[config.mk]
export PLATFORM = sky130hd
export DESIGN_NAME = pipe_irq_source
export DESIGN_NICKNAME = d
export VERILOG_FILES = /design/src/rtl/pipe_irq_pkg.sv /design/src/rtl/irq_edge_sync.sv /design/src/rtl/pipe_irq_source.sv
export SDC_FILE = /design/constraint.sdc
export NUM_CORES = 1
export LEC_CHECK = 0
export CORE_ASPECT_RATIO = 0.9
export CORE_MARGIN = 2
export CORE_UTILIZATION = 55
export DETAILED_ROUTE_END_ITERATION = 8
export PLACE_DENSITY = 0.81
export REMOVE_ABC_BUFFERS = 1
export SYNTH_ARGS = -nofsm -noshare
export SYNTH_HDL_FRONTEND = slang
export SYNTH_SLANG_ARGS = --single-unit
export TNS_END_PERCENT = 5
[constraint.sdc]
create_clock -name clk_gl -period 2.6 [get_ports clk_gl]
set_input_delay 0.52 -clock clk_gl [delete_from_list [all_inputs] [get_ports clk_gl]]
set_output_delay 0.52 -clock clk_gl [all_outputs]
set_load 0.03 [all_outputs]
[src/rtl/pipe_irq_pkg.sv]
// pipe_irq_pkg: shared types and helpers for the pipeline interrupt source
package pipe_irq_pkg;
  localparam int NUM_IRQ = 2;
  localparam int IRQ_ID_W = 1;
  typedef enum logic [1:0] {IDLE, REQ, GAP} state_t;
  function automatic logic [NUM_IRQ-1:0] onehot(input logic [IRQ_ID_W-1:0] id);
    return NUM_IRQ'(1) << id;
  endfunction
endpackage

[src/rtl/irq_edge_sync.sv]
// irq_edge_sync: synchronizes one async event line and emits a registered one-cycle rising-edge pulse
module irq_edge_sync #(
  parameter int SYNC_STAGES = 2
) (
  input  logic clk,
  input  logic rst,
  input  logic din,
  output logic evt
);
  logic [SYNC_STAGES-1:0] sync_q, sync_d;
  logic prev_q, prev_d, evt_q, evt_d;
  always_comb begin
    sync_d = {sync_q[SYNC_STAGES-2:0], din};
    prev_d = sync_q[SYNC_STAGES-1];
    evt_d  = sync_q[SYNC_STAGES-1] & ~prev_q;
  end
  always_ff @(posedge clk or posedge rst) begin
    if (rst) begin
      sync_q <= '0;
      prev_q <= 1'b0;
      evt_q  <= 1'b0;
    end else begin
      sync_q <= sync_d;
      prev_q <= prev_d;
      evt_q  <= evt_d;
    end
  end
  assign evt = evt_q;
endmodule

[src/rtl/pipe_irq_source.sv]
// pipe_irq_source: latches external/timer events as pending and presents one request at a time to the core
module pipe_irq_source
  import pipe_irq_pkg::*;
#(
  parameter int SYNC_STAGES  = 2,
  parameter int TIMER_WIDTH  = 16,
  parameter int TIMER_PERIOD = 1000,
  parameter int GAP_CYCLES   = 4
) (
  input  logic                clk_gl,
  input  logic                rst,
  input  logic [NUM_IRQ-1:0]  ext_evt,
  input  logic                timer_en,
  input  logic [NUM_IRQ-1:0]  irq_mask,
  input  logic                irq_ack,
  input  logic [IRQ_ID_W-1:0] ack_id,
  input  logic                clr_flags,
  output logic [NUM_IRQ-1:0]  interrupt,
  output logic [NUM_IRQ-1:0]  pending,
  output logic [NUM_IRQ-1:0]  overflow,
  output logic                ack_err
);
  localparam int CW = GAP_CYCLES > 0 ? $clog2(GAP_CYCLES + 1) : 1;
  logic [NUM_IRQ-1:0] evt, ev, req, clr_vec;
  logic [NUM_IRQ-1:0] pending_q, pending_d, overflow_q, overflow_d, int_q, int_d;
  logic [TIMER_WIDTH-1:0] timer_q, timer_d;
  logic [IRQ_ID_W-1:0] cur_q, cur_d;
  logic [CW-1:0] cnt_q, cnt_d;
  logic ack_err_q, ack_err_d, tick, ack_ok;
  state_t state_q, state_d;
  for (genvar i = 0; i < NUM_IRQ; i++) begin : g_sync
    irq_edge_sync #(.SYNC_STAGES(SYNC_STAGES)) u_sync (
      .clk(clk_gl),
      .rst(rst),
      .din(ext_evt[i]),
      .evt(evt[i])
    );
  end
  // A matching ack and a new event on the same line keep the line pending without flagging overflow.
  always_comb begin
    tick       = timer_en && timer_q == TIMER_WIDTH'(TIMER_PERIOD - 1);
    timer_d    = timer_en && !tick ? timer_q + 1'b1 : '0;
    ev         = evt | NUM_IRQ'(tick);
    ack_ok     = irq_ack && state_q == REQ && ack_id == cur_q;
    clr_vec    = ack_ok ? onehot(cur_q) : '0;
    pending_d  = ev | (pending_q & ~clr_vec);
    overflow_d = (ev & pending_q & ~clr_vec) | (clr_flags ? '0 : overflow_q);
    ack_err_d  = (irq_ack && !ack_ok) || (!clr_flags && ack_err_q);
  end
  always_ff @(posedge clk_gl or posedge rst) begin
    if (rst) begin
      state_q    <= IDLE;
      cur_q      <= '0;
      int_q      <= '0;
      cnt_q      <= '0;
      timer_q    <= '0;
      pending_q  <= '0;
      overflow_q <= '0;
      ack_err_q  <= 1'b0;
    end else begin
      state_q    <= state_d;
      cur_q      <= cur_d;
      int_q      <= int_d;
      cnt_q      <= cnt_d;
      timer_q    <= timer_d;
      pending_q  <= pending_d;
      overflow_q <= overflow_d;
      ack_err_q  <= ack_err_d;
    end
  end
  always_comb begin
    req     = pending_q & irq_mask;
    state_d = state_q;
    cur_d   = cur_q;
    int_d   = int_q;
    cnt_d   = cnt_q;
    case (state_q)
      IDLE: if (|req) begin
        cur_d   = req[0] ? '0 : IRQ_ID_W'(1);
        int_d   = onehot(cur_d);
        state_d = REQ;
      end
      REQ: if (ack_ok) begin
        int_d   = '0;
        cnt_d   = CW'(GAP_CYCLES);
        state_d = GAP_CYCLES == 0 ? IDLE : GAP;
      end else if (!irq_mask[cur_q]) begin
        int_d   = '0;
        state_d = IDLE;
      end
      GAP: begin
        cnt_d   = cnt_q - 1'b1;
        state_d = cnt_q == CW'(1) ? IDLE : GAP;
      end
      default: state_d = IDLE;
    endcase
  end
  always_comb begin
    interrupt = int_q;
    pending   = pending_q;
    overflow  = overflow_q;
    ack_err   = ack_err_q;
  end
endmodule

# Yosys cells after proc, flatten, opt, wreduce, memory -nomap -nowiden
# Cells that the tools add are included.
[totals]
ff_bits = 37
elab_cells = 73
[classes]
shifts = 2
n_bitwise = 12
order_cmp = 1
addsub = 2
reduce_logical = 18
eq_ne = 8
muxes = 16
[op_table]
columns = ["operator", "n"]
rows = [
  ["16-bit by 1-bit adder with 16-bit output, second input constant", 1],
  ["16-bit by 10-bit equality test with 1-bit output, second input constant", 1],
  ["16-bit two-way mux", 1],
  ["2-bit two-way mux", 8],
  ["2-bit AND", 4],
  ["1-bit logical AND", 6],
  ["2-bit one-hot mux with 3 select lines", 1],
  ["3-bit one-hot mux with 2 select lines", 1],
  ["2-bit AND reduction", 3],
  ["2-bit inequality test, second input constant", 2],
  ["2-bit bitwise OR", 2],
  ["2-bit one-hot mux with 2 select lines", 1],
  ["2-bit nonzero test", 2],
  ["1-bit by 1-bit << shifter with 2-bit output, first input constant", 2],
  ["3-bit by 1-bit equality test with 1-bit output, second input constant", 1],
  ["1-bit logical NOT", 3],
  ["1-bit two-way mux", 3],
  ["3-bit two-way mux", 1],
  ["3-bit inequality test, second input constant", 1],
  ["3-bit AND reduction", 1],
  ["3-bit by 1-bit subtractor with 3-bit output, second input constant", 1],
  ["1-bit AND", 2],
  ["2-bit by 1-bit equality test with 1-bit output, second input constant", 1],
  ["2-bit equality test, second input constant", 1],
  ["8 further kinds", 9],
]

# Logic depth before layout (Yosys ltp)
# Gate-level depths: netlist of the first run.
[depth]
ltp_word = 7
ltp_mapped = 6
depth_no_buf = 6

# By module
# From an unflattened synthesis of the first run, not the netlist that was laid out.
[hier_totals]
hier_cells = 160
hier_area_um2 = 1676.6
[modules_own_cells]
columns = ["module", "seq_area_each_um2", "cells_each", "n_inst", "area_each_um2"]
rows = [
  ["pipe_irq_source", 725.7, 148, 1, 1441.4],
  ["irq_edge_sync", 100.1, 6, 2, 117.6],
]

# Worst setup path before layout of the first run
# Ideal clock, no wire load.
[synth_path]
path_kind = "register -> register"
from = "register timer_q[0]"
to = "register timer_q[7]"
synth_period_minus_slack_ps = 1974
t_arrival_ps = 1855
stages_incl_launch_ff = 7
path_slack_ps = 626
required_time_ps = 2481
path_cell_list = "dfrtp_1 -> ha_1 -> or4b_1 -> or4_4 -> nand2_4 -> buf_6 -> nor2_1"
[synth_between]
elab_chain_cells = 5
word_cells_on_any_way = 6
[synth_rtl]
columns = ["element", "line", "rtl"]
rows = [
  ["start, declared", "pipe_irq_source.sv:26", "logic [TIMER_WIDTH-1:0] timer_q, timer_d;"],
  ["start signal, assigned", "pipe_irq_source.sv:65", "timer_q <= timer_d;"],
  ["branches (longest 4 deep; another with 16-bit by 1-bit adder with 16-bit output)", "-", ""],
  ["16-bit two-way mux (*)", "pipe_irq_source.sv:42", "timer_d = timer_en && !tick ? timer_q + 1'b1 : '0;"],
  ["named net timer_d[7]", "pipe_irq_source.sv:26", ""],
]
# Mark *: on every way through the listed nets, which the timed path passes.
# A chain may end at the register's enable or synchronous reset.

# Worst setup path in the final report of the first run
[layout_path]
from = "register timer_q[0]"
to = "register timer_q[2]"
# The elaborated chain is that of the path after synthesis.

==> tab_implementation.tex, run 1 <==
\begin{tabular}{lr}
\hline
Metric & Value \\
\hline
\multicolumn{2}{l}{\textbf{Floorplan}} \\
\quad Die Span X & 61.2 um \\
\quad Row cnt & 18 \\
\quad Initial cell density of the core & 58.4\% \\
\quad Area of the die & 0.00339 sq mm \\
\quad Floorplan Core Area & 0.00277 sq mm \\
\quad Vertical extent of the die & 55.5 um \\
\quad Number of top-level design ports & 17 \\
\multicolumn{2}{l}{\textbf{Setup path}} \\
\quad Slowest-stage cell, CP & sky130\_fd\_sc\_hd\_\_or4\_4 \\
\quad Setup crit end kind & flop \\
\quad Category of cells accounting for the largest share of critical-path delay & simple AND/OR/NAND/NOR gates \\
\quad Series of cell instances along the critical path & ha\_1, or4b\_1, or4\_4, nand2\_4, nor2\_1 \\
\quad Critical path data required time & 2.83 ns \\
\quad Highest fanout seen on the critical path & 15 \\
\quad Max incr delay on CP & 0.57 ns \\
\quad Launching element type of the critical path & flop \\
\quad Number of buffers and inverters on the critical path & 0 \\
\quad WS Path Type & flop to flop \\
\quad WP data arrival & 2.30 ns \\
\multicolumn{2}{l}{\textbf{Final layout}} \\
\quad Layout cells sized above 1 & 7.47\% \\
\quad Net count of the finished layout & 187 \\
\quad Antenna diode count & 0 \\
\quad Area growth from synthesis to layout & 17.5\% \\
\quad Utilization after layout & 68.7\% \\
\multicolumn{2}{l}{\textbf{Place}} \\
\quad Port Buffer Count & 16 \\
\quad Final HPWL DP & 2.13 mm \\
\quad Weighted congestion reported at the end of routability-driven placement & 0.888 \\
\multicolumn{2}{l}{\textbf{Route}} \\
\quad Drt drc & 0 \\
\quad Total Routed Length & 2.91 mm \\
\quad Average vias per placed instance & 5.32 \\
\quad First-pass DRT Iterations & 4 \\
\quad Antenna viol nets, final & 0 \\
\quad Via count & 1,138 \\
\quad Iteration-0 DRC count of the detailed router & 40 \\
\quad Average routed wire per standard cell & 13.6 um \\
\multicolumn{2}{l}{\textbf{Clock tree}} \\
\quad H-tree depth reported by CTS & 2 \\
\quad Post-cts resize count & 0 \\
\quad Clock tree buffer depth & 2 \\
\quad Clock tree from TritonCTS & done \\
\quad Cell at the root of the clock tree & sky130\_fd\_sc\_hd\_\_clkbuf\_4 \\
\quad Number of sinks handled by clock tree synthesis & 37 \\
\quad Quantity of hold-fixing buffers added after cts & 0 \\
\quad Setup fix buffers added after clock tree synthesis & 0 \\
\quad Number of buffers created by CTS & 5 \\
\quad Clock transition time at the flip-flop clock pins of the worst setup and hold paths & 0.10 ns \\
\quad Insertion delay to the later sink of the worst-skew pair & 0.34 ns \\
\multicolumn{2}{l}{\textbf{Pwr}} \\
\quad Leakage power & 0.000802 uW \\
\quad Total power density per cell area & 796 mW/mm\^{}2 \\
\quad IR drop worst, VDD & 617 uV \\
\multicolumn{2}{l}{\textbf{Global routing}} \\
\quad Maximum number of pins on one net before global-route repair & 21 \\
\quad Aggregate global routing overflow & 0 \\
\quad Global router's overall resource usage & 20.3\% \\
\quad Vias in the first global route & 1,169 \\
\quad Initial antenna violation count & 0 \\
\quad First-pass GRT wire length & 4.97 mm \\
\multicolumn{2}{l}{\textbf{STA}} \\
\quad Transition time of the tightest slew-check pin & 0.364 ns \\
\quad Final critical delay including setup and external delays & 2.07 ns \\
\quad Final Hold Fails & 0 \\
\quad Maximum clock skew at final layout & 0.00531 ns \\
\quad Top achievable clock speed & 0.483 GHz \\
\quad TNS Setup & 0 ns \\
\quad Rel. slew slack & 75.5\% \\
\quad Portion of the clock cycle consumed by the worst path in the final layout & 79.7\% \\
\quad Unrepaired setup endpoints after global routing & no \\
\quad Max-slew violation total from the final report & 0 \\
\quad Number of setup violations in the final report & 0 \\
\multicolumn{2}{l}{\textbf{Synth}} \\
\quad Average cell area after synthesis & 10.7 sq um \\
\quad Yosys cell types & 34 \\
\quad Synth Instances & 151 \\
\quad Sequential-to-total area share from yosys stat & 57.2\% \\
\quad YS warnings & 0 \\
\quad Post-synthesis cell area & 0.00162 sq mm \\
\quad Yosys reg bits & 37 \\
\multicolumn{2}{l}{\textbf{Worst hold path}} \\
\quad HP Class & flop to flop \\
\multicolumn{2}{l}{\textbf{Status}} \\
\quad Result of the run & completed \\
\multicolumn{2}{l}{\textbf{Job}} \\
\quad Total of max-cap violations & 0 \\
\hline
\end{tabular}
## cell families (layout without fill, tap and decap cells)
kind of cell	after synthesis	after routing	share of synthesized area, %
mux	1	1	0.618
flops	37	37	57.2
xor+xnor	15	15	8.11
fa+ha+maj	3	3	2.32
simple gates	63	63	20.5
buf+inv	13	36	3.48
compound gates	19	19	7.81
## state kept, by name, indices dropped and copies added, names as in the netlist
signal                count
timer_q                  16
g_sync.u_sync.sync_q      4
cnt_q                     3
g_sync.u_sync.evt         2
g_sync.u_sync.prev_q      2
interrupt                 2
overflow                  2
pending                   2
state_q                   2
ack_err                   1
cur_q                     1
## final timing paths
| path | to | cells after the start | from | slack (ns) |
|---|---|---|---|---|
| setup / recovery | timer_q[2]$_DFF_PP0_ | 5 | timer_q[0]$_DFF_PP0_ | 0.53 |
| min in group asynchronous | g_sync[0].u_sync.evt$_DFF_PP0_ | 3 | rst | 0.49 |
| max in group asynchronous | timer_q[1]$_DFF_PP0_ | 3 | rst | 1.88 |
| setup reg to reg | timer_q[2]$_DFF_PP0_ | 5 | timer_q[0]$_DFF_PP0_ | 0.53 |
| hold reg to reg | g_sync[0].u_sync.sync_q[1]$_DFF_PP0_ | 0 | g_sync[0].u_sync.sync_q[0]$_DFF_PP0_ | 0.37 |
| hold / removal | g_sync[0].u_sync.sync_q[1]$_DFF_PP0_ | 0 | g_sync[0].u_sync.sync_q[0]$_DFF_PP0_ | 0.37 |
## area by class of cell
| cell class | instances | area, sq um |
|---|---|---|
| Inverter | 11 | 41.3 |
| Multi-Input combinational cell | 101 | 637 |
| Tap cell | 40 | 50.0 |
| Timing Repair Buffer | 18 | 175 |
| Sequential cell | 37 | 926 |
| Clock buffer | 5 | 37.5 |
| Fill cell | 212 | 868 |
| Clock inverter | 2 | 35.0 |
## cell usage in the layout (no fill, tap or decap), drive strengths merged, types with 5 or more instances in the layout
cell	n
clkdlybuf4s50	16
clkbuf	5
nand3	7
xnor2	13
o21ai	7
nor2	18
dfrtp	37
inv	11
nor4	5
nand2	11
## power breakdown
part	switching, uW	internal, uW	leakage, uW	total (uW)
sequential	80.4	661	0.000469	742
clock	180	196	0.0000410	376
combinational	212	184	0.000292	395
## metrics by stage
stage	power, uW	instances	hold slack, ns	instance area, sq um	setup slack [ns]
2_1_floorplan	1000	149	0.331	1600	0.676
3_3_place_gp	1130	207	0.344	1830	0.632
3_5_place_dp	1140	207	0.339	1830	0.562
4_1_cts	1520	214	0.374	1900	0.539
5_1_grt	1610	214	0.376	1900	0.439
6_report	1510	214	0.370	1900	0.528
## synthesized netlist by cell type
library cell	instances	share of area, %
sky130_fd_sc_hd__or3_1	3	1.2
sky130_fd_sc_hd__nor2_1	18	4.2
sky130_fd_sc_hd__a211oi_1	1	0.46
sky130_fd_sc_hd__nand4_1	3	1.2
sky130_fd_sc_hd__nand2_4	1	0.70
sky130_fd_sc_hd__nand4b_1	1	0.54
sky130_fd_sc_hd__o32a_1	1	0.62
sky130_fd_sc_hd__o21ai_0	7	2.2
sky130_fd_sc_hd__mux2i_1	1	0.62
sky130_fd_sc_hd__nand3b_1	1	0.46
sky130_fd_sc_hd__inv_1	11	2.6
sky130_fd_sc_hd__or4b_1	1	0.62
sky130_fd_sc_hd__nand2_1	10	2.3
sky130_fd_sc_hd__nand3_1	7	2.2
sky130_fd_sc_hd__nor3_1	3	0.93
sky130_fd_sc_hd__a211o_1	1	0.54
sky130_fd_sc_hd__xor2_1	2	1.1
sky130_fd_sc_hd__dfrtp_1	37	57
sky130_fd_sc_hd__or2_2	1	0.39
sky130_fd_sc_hd__and3_2	1	0.46
sky130_fd_sc_hd__o2bb2ai_1	2	1.1
sky130_fd_sc_hd__nor4_1	5	1.9
sky130_fd_sc_hd__xnor2_1	13	7.0
sky130_fd_sc_hd__a22o_1	2	1.1
sky130_fd_sc_hd__a21o_1	1	0.46
sky130_fd_sc_hd__or4_1	1	0.46
sky130_fd_sc_hd__ha_1	3	2.3
sky130_fd_sc_hd__buf_6	1	0.70
sky130_fd_sc_hd__clkbuf_1	1	0.23
sky130_fd_sc_hd__nand2b_1	3	1.2
sky130_fd_sc_hd__o31ai_1	1	0.46
sky130_fd_sc_hd__or4_4	1	0.70
sky130_fd_sc_hd__a21oi_1	3	0.93
sky130_fd_sc_hd__nor2b_1	3	1.2
## worst register-to-register path: cells and delay by family (launching register included)
family        cells  cell delay [ns]
fa+ha+maj         1             0.25
flops             1             0.41
simple gates      4             1.30
## layer usage
layer  global-route usage (%)  wire length, um
met4                     8.39               26
met5                        0                0
met3                     9.60              172
met1                     27.7             1350
met2                     27.7             1360
(Power assumes the default switching activity.)
==> inputs of run 2 (changes only) <==
Clock period 2.6 ns to 2 ns, I/O delays scaled along.
==> tab_implementation.tex, run 2 (synthesized netlist as in run 1, its figures left out) <==
\begin{tabular}{lr}
\hline
Metric & Value \\
\hline
\multicolumn{2}{l}{\textbf{Clock tree}} \\
\quad Clock tree buffer depth & 2 \\
\quad Insertion delay to the later sink of the worst-skew pair & 0.34 ns \\
\quad Cell at the root of the clock tree & sky130\_fd\_sc\_hd\_\_clkbuf\_4 \\
\quad Quantity of hold-fixing buffers added after cts & 0 \\
\quad H-tree depth reported by CTS & 2 \\
\quad Post-cts resize count & 0 \\
\quad Clock transition time at the flip-flop clock pins of the worst setup and hold paths & 0.12 ns \\
\quad Setup fix buffers added after clock tree synthesis & 0 \\
\quad Number of buffers created by CTS & 5 \\
\quad Number of sinks handled by clock tree synthesis & 37 \\
\quad Clock tree from TritonCTS & done \\
\multicolumn{2}{l}{\textbf{Route}} \\
\quad Average routed wire per standard cell & 13.4 um \\
\quad Total Routed Length & 2.93 mm \\
\quad Drt drc & 0 \\
\quad Via count & 1,160 \\
\quad First-pass DRT Iterations & 4 \\
\quad Average vias per placed instance & 5.32 \\
\quad Antenna viol nets, final & 0 \\
\quad Iteration-0 DRC count of the detailed router & 33 \\
\multicolumn{2}{l}{\textbf{STA}} \\
\quad Unrepaired setup endpoints after global routing & no \\
\quad Number of setup violations in the final report & 0 \\
\quad Maximum clock skew at final layout & 0.0159 ns \\
\quad Rel. slew slack & 74.7\% \\
\quad Transition time of the tightest slew-check pin & 0.377 ns \\
\quad Final Hold Fails & 0 \\
\quad Final critical delay including setup and external delays & 1.95 ns \\
\quad Max-slew violation total from the final report & 0 \\
\quad TNS Setup & 0 ns \\
\quad Worst slack on hold paths & 0.349 ns \\
\quad Portion of the clock cycle consumed by the worst path in the final layout & 97.4\% \\
\quad Top achievable clock speed & 0.513 GHz \\
\multicolumn{2}{l}{\textbf{Pwr}} \\
\quad Internal power & 1310 uW \\
\quad Proportion of total power due to net switching & 32.5\% \\
\quad IR drop worst, VDD & 736 uV \\
\quad Total power draw & 1950 uW \\
\quad Sequential share of power & 49.4\% \\
\quad Portion of total power attributed to the clock network & 23.6\% \\
\quad Leakage power & 0.000824 uW \\
\quad Switching component of the power & 633 uW \\
\quad Total power density per cell area & 1000 mW/mm\^{}2 \\
\quad Combinational share of power & 26.9\% \\
\multicolumn{2}{l}{\textbf{Final layout}} \\
\quad Register containing the most flip-flops in the final layout & timer\_q \\
\quad Antenna diode count & 0 \\
\quad Largest register FFs & 16 \\
\quad Area growth from synthesis to layout & 19.7\% \\
\quad Most common cell after layout, fill and taps aside & sky130\_fd\_sc\_hd\_\_dfrtp\_1 \\
\quad Largest registers ranked by flip-flop count & timer\_q: 16 flops, g\_sync.u\_sync.sync\_q: 4 flops, cnt\_q: 3 flops \\
\quad Highest-count cells in the layout ignoring fill and taps & sky130\_fd\_sc\_hd\_\_dfrtp\_1 (37), sky130\_fd\_sc\_hd\_\_nor2\_1 (18), sky130\_fd\_sc\_hd\_\_clkdlybuf4s50\_1 (16) \\
\quad Net count of the finished layout & 190 \\
\quad Layout cells sized above 1 & 10.1\% \\
\multicolumn{2}{l}{\textbf{Global routing}} \\
\quad Vias in the first global route & 1,169 \\
\quad First-pass GRT wire length & 5.10 mm \\
\quad Global router's overall resource usage & 20.4\% \\
\quad Initial antenna violation count & 0 \\
\quad Aggregate global routing overflow & 0 \\
\quad Maximum number of pins on one net before global-route repair & 26 \\
\multicolumn{2}{l}{\textbf{Floorplan}} \\
\quad Floorplan Core Area & 0.00277 sq mm \\
\quad Initial cell density of the core & 58.4\% \\
\quad Vertical extent of the die & 55.5 um \\
\quad Row cnt & 18 \\
\quad Die Span X & 61.2 um \\
\quad Area of the die & 0.00339 sq mm \\
\quad Number of top-level design ports & 17 \\
\multicolumn{2}{l}{\textbf{Setup path}} \\
\quad Critical path data required time & 2.23 ns \\
\quad Setup crit end kind & flop \\
\quad Launching element type of the critical path & flop \\
\quad Series of cell instances along the critical path & or4\_1, or4\_4, and3\_2 \\
\quad Slowest-stage cell, CP & sky130\_fd\_sc\_hd\_\_or4\_4 \\
\quad WS Path Type & flop to flop \\
\quad Number of buffers and inverters on the critical path & 0 \\
\quad Depth of the worst register-to-register path & 3 \\
\quad WP data arrival & 2.18 ns \\
\quad FF-to-FF Start & timer\_q[13]\$\_DFF\_PP0\_ \\
\quad Category of cells accounting for the largest share of critical-path delay & simple AND/OR/NAND/NOR gates \\
\quad Max incr delay on CP & 0.60 ns \\
\quad Worst setup slack for register-to-register paths & 0.05 ns \\
\quad Highest fanout seen on the critical path & 3 \\
\quad Worst r2r dst & timer\_q[1]\$\_DFF\_PP0\_ \\
\multicolumn{2}{l}{\textbf{Place}} \\
\quad Port Buffer Count & 16 \\
\quad Final HPWL DP & 2.12 mm \\
\quad Weighted congestion reported at the end of routability-driven placement & 0.910 \\
\multicolumn{2}{l}{\textbf{Job}} \\
\quad Total of max-cap violations & 0 \\
\multicolumn{2}{l}{\textbf{Status}} \\
\quad Result of the run & completed \\
\multicolumn{2}{l}{\textbf{Worst hold path}} \\
\quad HP Class & input port to asynchronous set/reset pin \\
\hline
\end{tabular}
-- run 2: how the worst max path moves through the flow --
stage                     cells past startpoint             startpoint               endpoint
after floorplan                               4   timer_q[0]$_DFF_PP0_   timer_q[1]$_DFF_PP0_
after global placement                        5   timer_q[0]$_DFF_PP0_   timer_q[3]$_DFF_PP0_
after detailed placement                      5   timer_q[0]$_DFF_PP0_  timer_q[10]$_DFF_PP0_
after CTS                                     5   timer_q[0]$_DFF_PP0_   timer_q[7]$_DFF_PP0_
after global routing                          4   timer_q[0]$_DFF_PP0_   timer_q[1]$_DFF_PP0_
final                                         3  timer_q[13]$_DFF_PP0_   timer_q[1]$_DFF_PP0_
-- run 2: per-stage QoR --
step	cells	setup WS (ns)	util (%)	instance area (sq um)
after floorplan	149	0.0763	-	1600
after global placement	210	0.0972	66.8	1850
after detailed placement	210	0.0296	66.8	1850
final	218	0.0520	70.0	1940
after global routing	218	0.00531	70.0	1940
after CTS	218	0.00184	69.5	1930
-- run 2: final cells by class --
cell class / instances / area (sq um)
multi-input cells: 101 / 649
well taps: 40 / 50.0
flip-flops and latches: 37 / 926
repair buffers: 21 / 198
clock buffers: 7 / 65.1
inverters: 11 / 41.3
clock inverters: 1 / 8.76
fillers: 233 / 832
-- run 2: per-layer routing --
layer | GRT usage, % | routed length (um) | vias up
met1 | 28.8 | 1390 | 557
met3 | 4.92 | 97 | 10
li1 | - | - | 568
met5 | 0 | 0 | -
met4 | 8.39 | 60 | 0
met2 | 29.8 | 1380 | 25
-- run 2: power groups by stage --
stage	sequential, uW	clock, uW	combinational [uW]
finish	963	461	524
global route	979	501	581
CTS	960	472	528
detailed placement	974	0	524
global placement	971	0	498
floorplan	1040	0	259
-- run 2: worst min-delay path, stage by stage --
cell and delay, ns:
sky130_fd_sc_hd__clkdlybuf4s50_1 0.39, sky130_fd_sc_hd__inv_1 0.07, sky130_fd_sc_hd__buf_4 0.20
